File: src/rtl/draw_rect_ctl.sv
// Motion controller feeding draw_rect: mouse tracking in IDLE, gravity fall on click.
// Define DRAW_RECT_CTL_BOUNCE_EN to add a damped bounce at the floor (BOUNCE/RISE states).
module draw_rect_ctl #(
  parameter int unsigned RECT_WIDTH  = 200,
  parameter int unsigned RECT_HEIGHT = 100,
  parameter int unsigned MAX_X_POS   = 800,
  parameter int unsigned MAX_Y_POS   = 600,
  parameter int unsigned GRAVITY     = 1,
  parameter int unsigned VMAX        = 32
) (
  input  logic        pclk,
  input  logic        rst,
  input  logic        vblnk,
  input  logic        mouse_left,
  input  logic [11:0] mouse_xpos,
  input  logic [11:0] mouse_ypos,
  output logic [11:0] xpos,
  output logic [11:0] ypos,
  output logic        falling
);

  localparam int unsigned XLIM  = MAX_X_POS - 1 - RECT_WIDTH;
  localparam int unsigned FLOOR = MAX_Y_POS - 1 - RECT_HEIGHT;
  localparam logic [11:0] XLIM_V  = 12'(XLIM);
  localparam logic [11:0] FLOOR_V = 12'(FLOOR);
  localparam logic [5:0]  GRAV_V  = 6'(GRAVITY);
  localparam logic [12:0] VMAX_V  = 13'(VMAX);

`ifdef DRAW_RECT_CTL_BOUNCE_EN
  typedef enum logic [2:0] {S_IDLE, S_FALL, S_LANDED, S_BOUNCE, S_RISE} state_t;
`else
  typedef enum logic [1:0] {S_IDLE, S_FALL, S_LANDED} state_t;
`endif

  state_t      r_state, w_state_nxt;
  logic        r_vblnk_d, r_left_d, r_falling;
  logic [5:0]  r_vel, w_vel_nxt;
  logic [11:0] r_xpos, r_ypos, w_xpos_nxt, w_ypos_nxt;
  logic        w_tick, w_click;
  logic [12:0] w_vel_inc, w_vel_sat, w_ysum;

  assign w_tick    = vblnk & ~r_vblnk_d;
  assign w_click   = mouse_left & ~r_left_d;
  assign w_vel_inc = 13'(r_vel) + 13'(GRAV_V);
  assign w_vel_sat = (w_vel_inc > VMAX_V) ? VMAX_V : w_vel_inc;
  assign w_ysum    = 13'(r_ypos) + w_vel_sat;

`ifdef DRAW_RECT_CTL_BOUNCE_EN
  logic [5:0]  w_vel_dmp, w_vel_dec;
  logic [11:0] w_yrise;
  assign w_vel_dmp = r_vel - (r_vel >> 2);
  assign w_vel_dec = r_vel - GRAV_V;
  // Rising past the top edge pins the box at row 0.
  assign w_yrise   = (12'(w_vel_dec) > r_ypos) ? 12'd0 : (r_ypos - 12'(w_vel_dec));
`endif

  // Next-state and next-datapath logic.
  always_comb begin
    w_state_nxt = r_state;
    w_vel_nxt   = r_vel;
    w_xpos_nxt  = r_xpos;
    w_ypos_nxt  = r_ypos;
    case (r_state)
      S_IDLE: begin
        w_xpos_nxt = (mouse_xpos > XLIM_V)  ? XLIM_V  : mouse_xpos;
        w_ypos_nxt = (mouse_ypos > FLOOR_V) ? FLOOR_V : mouse_ypos;
        if (w_click) begin
          w_state_nxt = S_FALL;
          w_vel_nxt   = '0;
        end
      end
      S_FALL: begin
        if (w_tick) begin
          w_vel_nxt = 6'(w_vel_sat);
          if (w_ysum >= 13'(FLOOR_V)) begin
            w_ypos_nxt = FLOOR_V;
`ifdef DRAW_RECT_CTL_BOUNCE_EN
            w_state_nxt = S_BOUNCE;
`else
            w_state_nxt = S_LANDED;
`endif
          end else begin
            w_ypos_nxt = 12'(w_ysum);
          end
        end
      end
      S_LANDED: begin
        if (w_click) w_state_nxt = S_IDLE;
      end
`ifdef DRAW_RECT_CTL_BOUNCE_EN
      S_BOUNCE: begin
        if (w_vel_dmp < 6'd2) begin
          w_vel_nxt   = '0;
          w_state_nxt = S_LANDED;
        end else begin
          w_vel_nxt   = w_vel_dmp;
          w_state_nxt = S_RISE;
        end
      end
      S_RISE: begin
        if (w_tick) begin
          if (r_vel <= GRAV_V) begin
            w_vel_nxt   = '0;
            w_state_nxt = S_FALL;
          end else begin
            w_vel_nxt  = w_vel_dec;
            w_ypos_nxt = w_yrise;
          end
        end
      end
`endif
      default: w_state_nxt = S_IDLE;
    endcase
  end

  // State, datapath and edge-detect registers.
  always_ff @(posedge pclk) begin
    if (rst) begin
      r_state   <= S_IDLE;
      r_vel     <= '0;
      r_xpos    <= '0;
      r_ypos    <= '0;
      r_falling <= 1'b0;
      r_vblnk_d <= 1'b0;
      r_left_d  <= 1'b0;
    end else begin
      r_state   <= w_state_nxt;
      r_vel     <= w_vel_nxt;
      r_xpos    <= w_xpos_nxt;
      r_ypos    <= w_ypos_nxt;
      r_falling <= (w_state_nxt != S_IDLE);
      r_vblnk_d <= vblnk;
      r_left_d  <= mouse_left;
    end
  end

  assign xpos    = r_xpos;
  assign ypos    = r_ypos;
  assign falling = r_falling;

endmodule

File: config.mk
export PLATFORM = sky130hd
export DESIGN_NAME = draw_rect_ctl
export DESIGN_NICKNAME = d
export VERILOG_FILES = /design/src/rtl/draw_rect_ctl.sv
export SDC_FILE = /design/constraint.sdc
export NUM_CORES = 1
export LEC_CHECK = 0
export BUFFER_PORTS_ARGS = -buffer_cell sky130_fd_sc_hd__buf_2
export CAP_MARGIN = 0
export CELL_PAD_IN_SITES_DETAIL_PLACEMENT = 0
export CELL_PAD_IN_SITES_GLOBAL_PLACEMENT = 1
export CORE_AREA = 2 2 76 78
export DETAILED_ROUTE_END_ITERATION = 12
export DIE_AREA = 0 0 78 80
export GPL_TIMING_DRIVEN = 0
export PLACE_DENSITY = 0.91
export SLEW_MARGIN = 25
export SYNTH_ARGS = -nofsm -noshare
export SYNTH_HDL_FRONTEND = slang
export SYNTH_SLANG_ARGS = --single-unit
export TNS_END_PERCENT = 10
File: constraint.sdc
create_clock -name pclk -period 6 [get_ports pclk]
set_clock_uncertainty 0.1 [all_clocks]
set_input_delay 0.3 -clock pclk [delete_from_list [all_inputs] [get_ports pclk]]
set_output_delay 0.3 -clock pclk [all_outputs]
set_load 0.05 [all_outputs]
Word level (Yosys, flattened, before mapping)
Index checks and enable logic that the tools add are counted.

storage, ports and cells
  flip-flop bits (word level) = 35
  word-level logic and storage cells = 40
  output and inout port bits = 25

cells by class
  bitwise operators = 4
  eq/ne operators = 4
  reductions and logical operators = 5
  magnitude comparators = 4
  mux-type cells = 14
  add/subtract/negate cells = 2

operators by type and width
  kind                                                                                  number
  12-bit 2-to-1 mux                                                                     4
  12-bit one-hot mux with 2 select lines                                                1
  12-bit by 7-bit adder with 13-bit output                                              1
  13-bit by 9-bit greater-or-equal comparator with 1-bit output, second input constant  1
  12-bit by 10-bit greater-than comparator with 1-bit output, second input constant     1
  12-bit by 9-bit greater-than comparator with 1-bit output, second input constant      1
  6-bit 2-to-1 mux                                                                      2
  6-bit one-hot mux with 2 select lines                                                 1
  2-bit 2-to-1 mux                                                                      4
  6-bit by 1-bit adder with 7-bit output, second input constant                         1
  7-bit by 6-bit greater-than comparator with 1-bit output, second input constant       1
  7-bit 2-to-1 mux                                                                      1
  2-bit one-hot mux with 3 select lines                                                 1
  2-bit inequality test, second input constant                                          2
  2-bit nonzero test                                                                    2
  3-bit AND reduction                                                                   1
  1-bit bitwise AND                                                                     2
  2-bit by 1-bit == test with 1-bit output, second input constant                       1
  2-bit == test, second input constant                                                  1
  2-bit zero test                                                                       1
  1-bit inverter                                                                        2
  2-bit AND reduction                                                                   1

Logic depth before layout (Yosys ltp)
Gate-level depths: netlist of the first run.

  depth after elaboration = 9
  gate-level depth with buffers = 15

Worst setup path after synthesis of the first run
Ideal clock, no wire load.

  path type = reg-to-reg
  from = register r_vel[0]
  to = register r_ypos[2], in the netlist ypos[2]
  cell stages (with the launch flop) = 16
  library setup time = 0.100 ns
  arrival time = 3.923 ns
  required time = 5.800 ns
  path slack = 1.877 ns
  clock period less this slack = 4.123 ns
  path buffers = 1
  cell sequence = dfxtp_1 > ha_1 > and2_1 > a21oi_1 > o21ai_0 > a211oi_1 > nor2_1 > ha_1 > a211oi_4 > o31ai_2 > o2111ai_2 > xnor2_1 > or4_4 > buf_6 > or3_4 > a2111oi_4

between the ends
  longest elaborated chain between the ends = 8

ends and longest elaborated chain
  item                                                           line  text
  from (decl)                                                    37    logic [5:0] r_vel, w_vel_nxt;
  from (signal assigned)                                         128   r_vel <= w_vel_nxt;
  6-bit by 1-bit adder with 7-bit output *                       44    assign w_vel_inc = 13'(r_vel) + 13'(GRAV_V);
  7-bit by 6-bit greater-than comparator with 1-bit output       45    assign w_vel_sat = (w_vel_inc > VMAX_V) ? VMAX_V : w_vel_inc;
  7-bit 2-to-1 mux *                                             45
  12-bit by 7-bit adder with 13-bit output *                     46    assign w_ysum = 13'(r_ypos) + w_vel_sat;
  13-bit by 9-bit greater-or-equal comparator with 1-bit output  75    if (w_ysum >= 13'(FLOOR_V)) begin
  12-bit 2-to-1 mux *                                            75
  12-bit 2-to-1 mux *                                            73    if (w_tick) begin
  12-bit one-hot mux with 2 select lines *                       63    case (r_state)
  to (signal assigned)                                           130   r_ypos <= w_ypos_nxt;
  to (decl)                                                      38    logic [11:0] r_xpos, r_ypos, w_xpos_nxt, w_ypos_nxt;

Mark *: on every way between the ends. The rest lies on a longest branch, timed or not. The select of a mux whose other input is x is not followed.
A chain may end at the register's enable or synchronous reset.

Worst setup path in the final report of the first run
Same ends and word-level chain as after synthesis.

==> out/metrics.cfg, run 1 <==
[sta]
hold_violations = 0
fin_crit_sh = 0.7555
max_freq_ghz = 0.2206
rsz0062_at_grt = no
fin_crit_ps = 4533
setup_tns_ps = 0
slew_violations = 0
worst_pin_slew_ps = 590.4
setup_violations = 0
slew_headroom = 0.6002

[grt]
grt.overflow.total = 0
antenna_found_initial = 0
grt_pass1_vias = 1980
grt_util_all_layers = 0.1801
grt_max_degree = 11
grt_pass1_wl_um = 9149

[cells_and_area]
diodes = 0
drive_above_1_share = 0.2126
nNetsFinal = 371
area.growth.synth_to_final_pct = 21.08
n_fill_cell = 569
seq_area_um2 = 700.7
multiInputGateArea_mm2 = 0.001345

[pwr]
seqPwrFrac = 0.425
p_int_mw = 0.4005
p_comb_frac = 0.261
p_leak_nw = 1.085
switching_share = 0.3364
power.density_mw_per_mm2 = 233.2
ir_drop_mv = 0.1380
power_switching_mw = 0.2030
clockPowerShare = 0.314
report.power.total_mw = 0.6035

[floorplanning]
die_w_um = 78
rows = 27
boundaryPins = 53
die_h_um = 80
core-area_mm2 = 0.005405
start_util = 0.3954
die-area_mm2 = 0.006240

[placed_design]
port_buffers = 52
dp_hpwl_um = 4247
place_congestion = 0.8440

[setup_path]
rr_worst_depth = 15
cp-end-kind = flip-flop
r2r-start = r_vel[0]
start_kind = flip-flop
crit_fanout = 7
cp.required_ps = 6100
rrSetupSlack_ps = 1470
path_class = flip-flop to flip-flop
r2r-end = ypos[2]
critPathArrivalTime_ps = 4630

[yosys]
synthTopCellsByArea = dfxtp_1, nor2_1, ha_1
synthXorXnorAreaFrac = 0.04098
synth_simple_gate_area_frac = 0.2916
seq_area_frac_synth = 0.3279
yosys.area.top_type = dfxtp_1
syn_nets = 312
synthMuxAreaShare = 0
ys_ff_latch = 35
syn-cell-area_mm2 = 0.002137
ys_async_sr_fraction = 0
dominantRegCellSynth = dfxtp_1
synth_top_area_share = 0.3279
postSynthCellCount = 274
synth_top_family_by_area = simple AND/OR/NAND/NOR gates
synth_compound_area_frac = 0.2330
synth_cell_types = 51
synth-edff-count = 0
synth-adder-area-share = 0.06206
syn_avg_cell_area_um2 = 7.799
ys_warn_count = 0

[worst_hold_path]
hold_path_class = primary input to flip-flop
worstHoldStart = mouse_left
whs_path_depth = 2
hold_path_end = r_left_d

[job]
maxCapViolCount = 0

[cts]
cts.sinks = 35
clock_latency_ps = 290
cts_root_buffer = clkbuf_8
clk_pin_slew_ps = 70
cts_tree = built
hold_buffers = 0
htree_levels = 2
clockBufferDepth = 2
cts_buffers = 5
cts_setup_buffers = 0
cts_resized = 0

[route]
wl_per_cell_um = 13.26
finalWirelength_um = 5384
drtAntennaViolNets = 0
avgViaCountPerCell = 5.394
first_pass_iters = 4
drc = 0
vias = 2190
initialDrtViolationCount = 110

[outcome]
status = finished clean

worst max-delay path by stage:
stage	start	endpoint	cells past startpoint
5_1_grt	r_vel[0]	ypos[2]	15
3_5_place_dp	r_vel[0]	ypos[2]	15
3_3_place_gp	r_vel[0]	ypos[2]	15
6_report	r_vel[0]	ypos[2]	15
4_1_cts	r_vel[0]	ypos[2]	15
2_1_floorplan	r_vel[0]	ypos[2]	15
power groups by stage:
stage	clock, mW	combinational (mW)	sequential, mW
2_1_floorplan	0	0.0780	0.299
3_3_place_gp	0	0.156	0.262
3_5_place_dp	0	0.157	0.262
4_1_cts	0.192	0.158	0.257
5_1_grt	0.204	0.173	0.258
6_report	0.189	0.158	0.256
routing by layer:
layer / vias to the layer above / GRT usage / share of wire
li1: 1099 / - / -
met1: 1019 / 0.2328 / 0.46
met2: 64 / 0.3000 / 0.46
met3: 8 / 0.04751 / 0.066
met4: 0 / 0.04211 / 0.011
met5: - / 0 / 0
state kept, by name, summed over array words and instances, names as in the netlist:
signal	flops
xpos	12
r_vel	6
r_vblnk_d	1
r_state	2
r_left_d	1
falling	1
ypos	12
logic make-up (layout without fill, tap and decap cells):
kind of cell | after synthesis | count (layout)
AND/OR/NAND/NOR | 126 | 126
AO/OA/AOI/OAI | 70 | 70
flip-flops | 35 | 35
buffers and inverters | 22 | 82
adder cells (fa/ha/maj) | 10 | 10
XOR/XNOR | 10 | 10
other | 1 | 1
worst max-delay path, stage by stage (launching register included):
cell and delay, ps:
dfxtp_1 380, ha_1 300, and2_1 220, a21oi_1 140
o21ai_0 80, a211oi_1 530, nor2_1 150, ha_1 350
a211oi_4 80, o31ai_2 460, o2111ai_2 160, xnor2_1 150
or4_4 510, buf_6 150, or3_4 400, a2111oi_4 280
cells in the final DEF (no fill, tap or decap), drive strengths merged, types with 7 or more instances in the layout:
cell,count
nand2,16
buf,55
a21oi,19
clkbuf,18
nor2,50
xnor2,7
o21ai,18
nor3,18
ha,9
dfxtp,35
inv,9
area by class of cell:
class,instances,share of cell area
Buffer,13,0.02224
Clock buffer,8,0.03868
Inverter,9,0.01306
Multi-Input combinational cell,217,0.5198
Sequential cell,35,0.2708
Tap cell,72,0.03482
Timing Repair Buffer,52,0.1006
metrics by stage:
stage          cell area [um^2]  utilization  hold WS [ps]  worst slack, ps  instances
5_1_grt                    2587       0.4787         143.9             1288        406
3_5_place_dp               2487       0.4602         345.6             1522        398
4_1_cts                    2587       0.4787         131.5             1505        406
3_3_place_gp               2487       0.4602         339.7             1544        398
2_1_floorplan              2137            -         328.2             1877        274
6_report                   2587       0.4787         133.7             1467        406
Yosys cell counts (all sizes together), types with 4 or more instances:
| cell | number |
|---|---|
| a211oi | 5 |
| a21oi | 19 |
| a22oi | 5 |
| and2 | 4 |
| clkbuf | 10 |
| dfxtp | 35 |
| ha | 9 |
| inv | 9 |
| nand2 | 16 |
| nand2b | 5 |
| nand3 | 6 |
| nand4 | 4 |
| nor2 | 50 |
| nor2b | 6 |
| nor3 | 18 |
| nor3b | 6 |
| o211ai | 4 |
| o21ai | 18 |
| o31ai | 4 |
| or4 | 4 |
| xnor2 | 7 |
Power figures use the tool's default switching activity.
==> run 2: changes to the inputs <==
CORE_AREA = 2 2 78 80   (was 2 2 76 78)
DIE_AREA = 0 0 80 82   (was 0 0 78 80)
PLACE_DENSITY = 0.87   (was 0.91)
clock period = 4.5 ns   (was 6 ns; I/O delays follow)
==> run 2 against run 1 <==
Against the previous run:
- sequential cell count is the same
- final area grew 1.2%
- count of clock-buffer cells in the layout is the same
- sequential power grew 34%
- register-to-register slack lost 1300 ps
- core utilization shrank 2.3 points
- first-iteration DRC count grew 9.1%
- total power grew 34%
- sequential share of layout area shrank 0.31 points
- combinational power grew 35%
- cell count grew 0.99%
- non-clock buffer count grew 1
- critical path type unchanged
==> out/metrics.cfg, run 2 (synthesis gave the netlist of run 1 again) <==
[sta]
hold_violations = 0  ; unchanged
fin_crit_ps = 4302  ; was 4533 ps
setup_violations = 0  ; unchanged
max_freq_ghz = 0.2324  ; was 0.2206 GHz
slew_headroom = 0.5986  ; was 0.6002
rsz0062_at_grt = no  ; unchanged
fin_crit_sh = 0.9561  ; was 0.7555
slew_violations = 0  ; unchanged
setup_tns_ps = 0  ; unchanged
worst_pin_slew_ps = 592.7  ; was 590.4 ps

[setup_path]
cp.required_ps = 4590  ; was 6100 ps
path_class = flip-flop to flip-flop  ; unchanged
cp-end-kind = flip-flop  ; unchanged
start_kind = flip-flop  ; unchanged
critPathArrivalTime_ps = 4390  ; was 4630 ps
rr_worst_depth = 15  ; unchanged
crit_fanout = 7  ; unchanged

[grt]
grt_util_all_layers = 0.1757  ; was 0.1801
antenna_found_initial = 0  ; unchanged
grt.overflow.total = 0  ; unchanged
grt_max_degree = 11  ; unchanged
grt_pass1_vias = 1993  ; was 1,980
grt_pass1_wl_um = 9183  ; was 9149 um

[cts]
htree_levels = 2  ; unchanged
hold_buffers = 0  ; unchanged
clockBufferDepth = 2  ; unchanged
clock_latency_ps = 280  ; was 290 ps
cts.sinks = 35  ; unchanged
cts_root_buffer = clkbuf_8  ; unchanged
cts_buffers = 5  ; unchanged
cts_tree = built  ; unchanged
clk_pin_slew_ps = 70  ; about the same

[placed_design]
place_congestion = 0.8751  ; was 0.8440
dp_hpwl_um = 4319  ; was 4247 um
place_inst = 401  ; was 398
placed_area_mm2 = 0.002491  ; was 0.002487 mm^2
port_buffers = 52  ; unchanged

[route]
avgViaCountPerCell = 5.412  ; was 5.394
drtAntennaViolNets = 0  ; unchanged
finalWirelength_um = 5673  ; was 5384 um
wl_per_cell_um = 13.84  ; was 13.26 um
first_pass_iters = 4  ; unchanged
vias = 2219  ; was 2,190
initialDrtViolationCount = 120  ; was 110
drc = 0  ; unchanged

[cells_and_area]
drive_above_1_share = 0.2239  ; was 0.2126
finalNonFillerCells = 410  ; was 406
final_cell_mix = buf_2, nor2_1, dfxtp_1  ; unchanged
area.growth.synth_to_final_pct = 22.48  ; was 21.08%
nNetsFinal = 372  ; was 371
diodes = 0  ; unchanged
layout_commonest_cell = buf_2  ; unchanged
postLayoutCellArea_mm2 = 0.002618  ; was 0.002587 mm^2

[floorplanning]
boundaryPins = 53  ; unchanged
rows = 28  ; was 27
die_w_um = 80  ; was 78 um
core-area_mm2 = 0.005746  ; was 0.005405 mm^2
start_util = 0.3720  ; was 0.3954
die-area_mm2 = 0.006560  ; was 0.006240 mm^2
die_h_um = 82  ; was 80 um

[pwr]
clockPowerShare = 0.312  ; was 0.314
p_leak_nw = 1.087  ; was 1.085 nW
ir_drop_mv = 0.2167  ; was 0.1380 mV
seqPwrFrac = 0.424  ; was 0.425
power.density_mw_per_mm2 = 308.9  ; was 233.2 mW/mm^2
p_int_mw = 0.5346  ; was 0.4005 mW
power_switching_mw = 0.2740  ; was 0.2030 mW
p_comb_frac = 0.264  ; was 0.261
switching_share = 0.3389  ; was 0.3364

[job]
maxCapViolCount = 0  ; unchanged

[worst_hold_path]
hold_path_class = primary input to flip-flop  ; unchanged
whs_path_depth = 2  ; unchanged

[outcome]
status = finished clean  ; unchanged

run 2: layer usage:
| metal | wire (um) | track usage | share of wire | vias up |
|---|---|---|---|---|
| met3 | 328 | 0.04286 | 0.058 | 5 |
| met1 | 2647 | 0.2247 | 0.47 | 1051 |
| met2 | 2662 | 0.2992 | 0.47 | 64 |
| met5 | 0 | 0 | 0 | - |
| li1 | - | - | - | 1099 |
| met4 | 35 | 0.04068 | 0.0062 | 0 |
run 2: worst paths after layout:
check	start	slack [ps]	end
worst min-delay path	vblnk	70	r_vblnk_d
worst max register to register	r_vel[0]	200	ypos[2]
worst max-delay path	r_vel[0]	200	ypos[2]
worst min register to register	xpos[8]	350	xpos[8]
run 2: power groups by stage:
stage / clock (mW) / combinational (mW) / sequential, mW
2_1_floorplan: 0 / 0.104 / 0.398
3_3_place_gp: 0 / 0.208 / 0.349
3_5_place_dp: 0 / 0.211 / 0.349
4_1_cts: 0.256 / 0.212 / 0.342
5_1_grt: 0.271 / 0.232 / 0.345
6_report: 0.253 / 0.213 / 0.343
run 2: what timing repair did:
action,in CTS,in global routing
setup buffers,0,1
gates resized for setup,1,3
gates cloned,0,0
pin swaps,0,1
endpoints found under the setup margin,3,4
run 2: area by class of cell:
class	instances	area (um^2)
Buffer	13	57.56
Clock buffer	8	100.1
Sequential cell	35	700.7
Multi-Input combinational cell	217	1364
Tap cell	75	93.84
Timing Repair Buffer	53	267.8
Fill cell	601	3128
Inverter	9	33.78
run 2: stage by stage:
| step | hold slack [ps] | utilization | total power, mW | worst slack [ps] |
|---|---|---|---|---|
| finish | 69.28 | 0.4556 | 0.8086 | 197.6 |
| global route | 79.70 | 0.4556 | 0.8480 | 23.19 |
| CTS | 62.89 | 0.4519 | 0.8104 | 44.41 |
| detailed placement | 344.1 | 0.4336 | 0.5598 | -35.23 |
| global placement | 336.6 | 0.4336 | 0.5573 | 41.74 |
| floorplan | 253.2 | - | 0.5021 | 377.1 |
run 2: worst max-delay path, stage by stage (launching register included):
cell	delay, ps
dfxtp_1	480
ha_2	300
and2_1	200
nand4b_1	120
inv_1	80
nor2_2	250
nor2_1	90
ha_1	400
nand2_1	150
o31ai_4	380
o2111ai_2	150
xnor2_1	150
or4_4	510
buf_6	150
or3_4	400
a2111oi_4	280
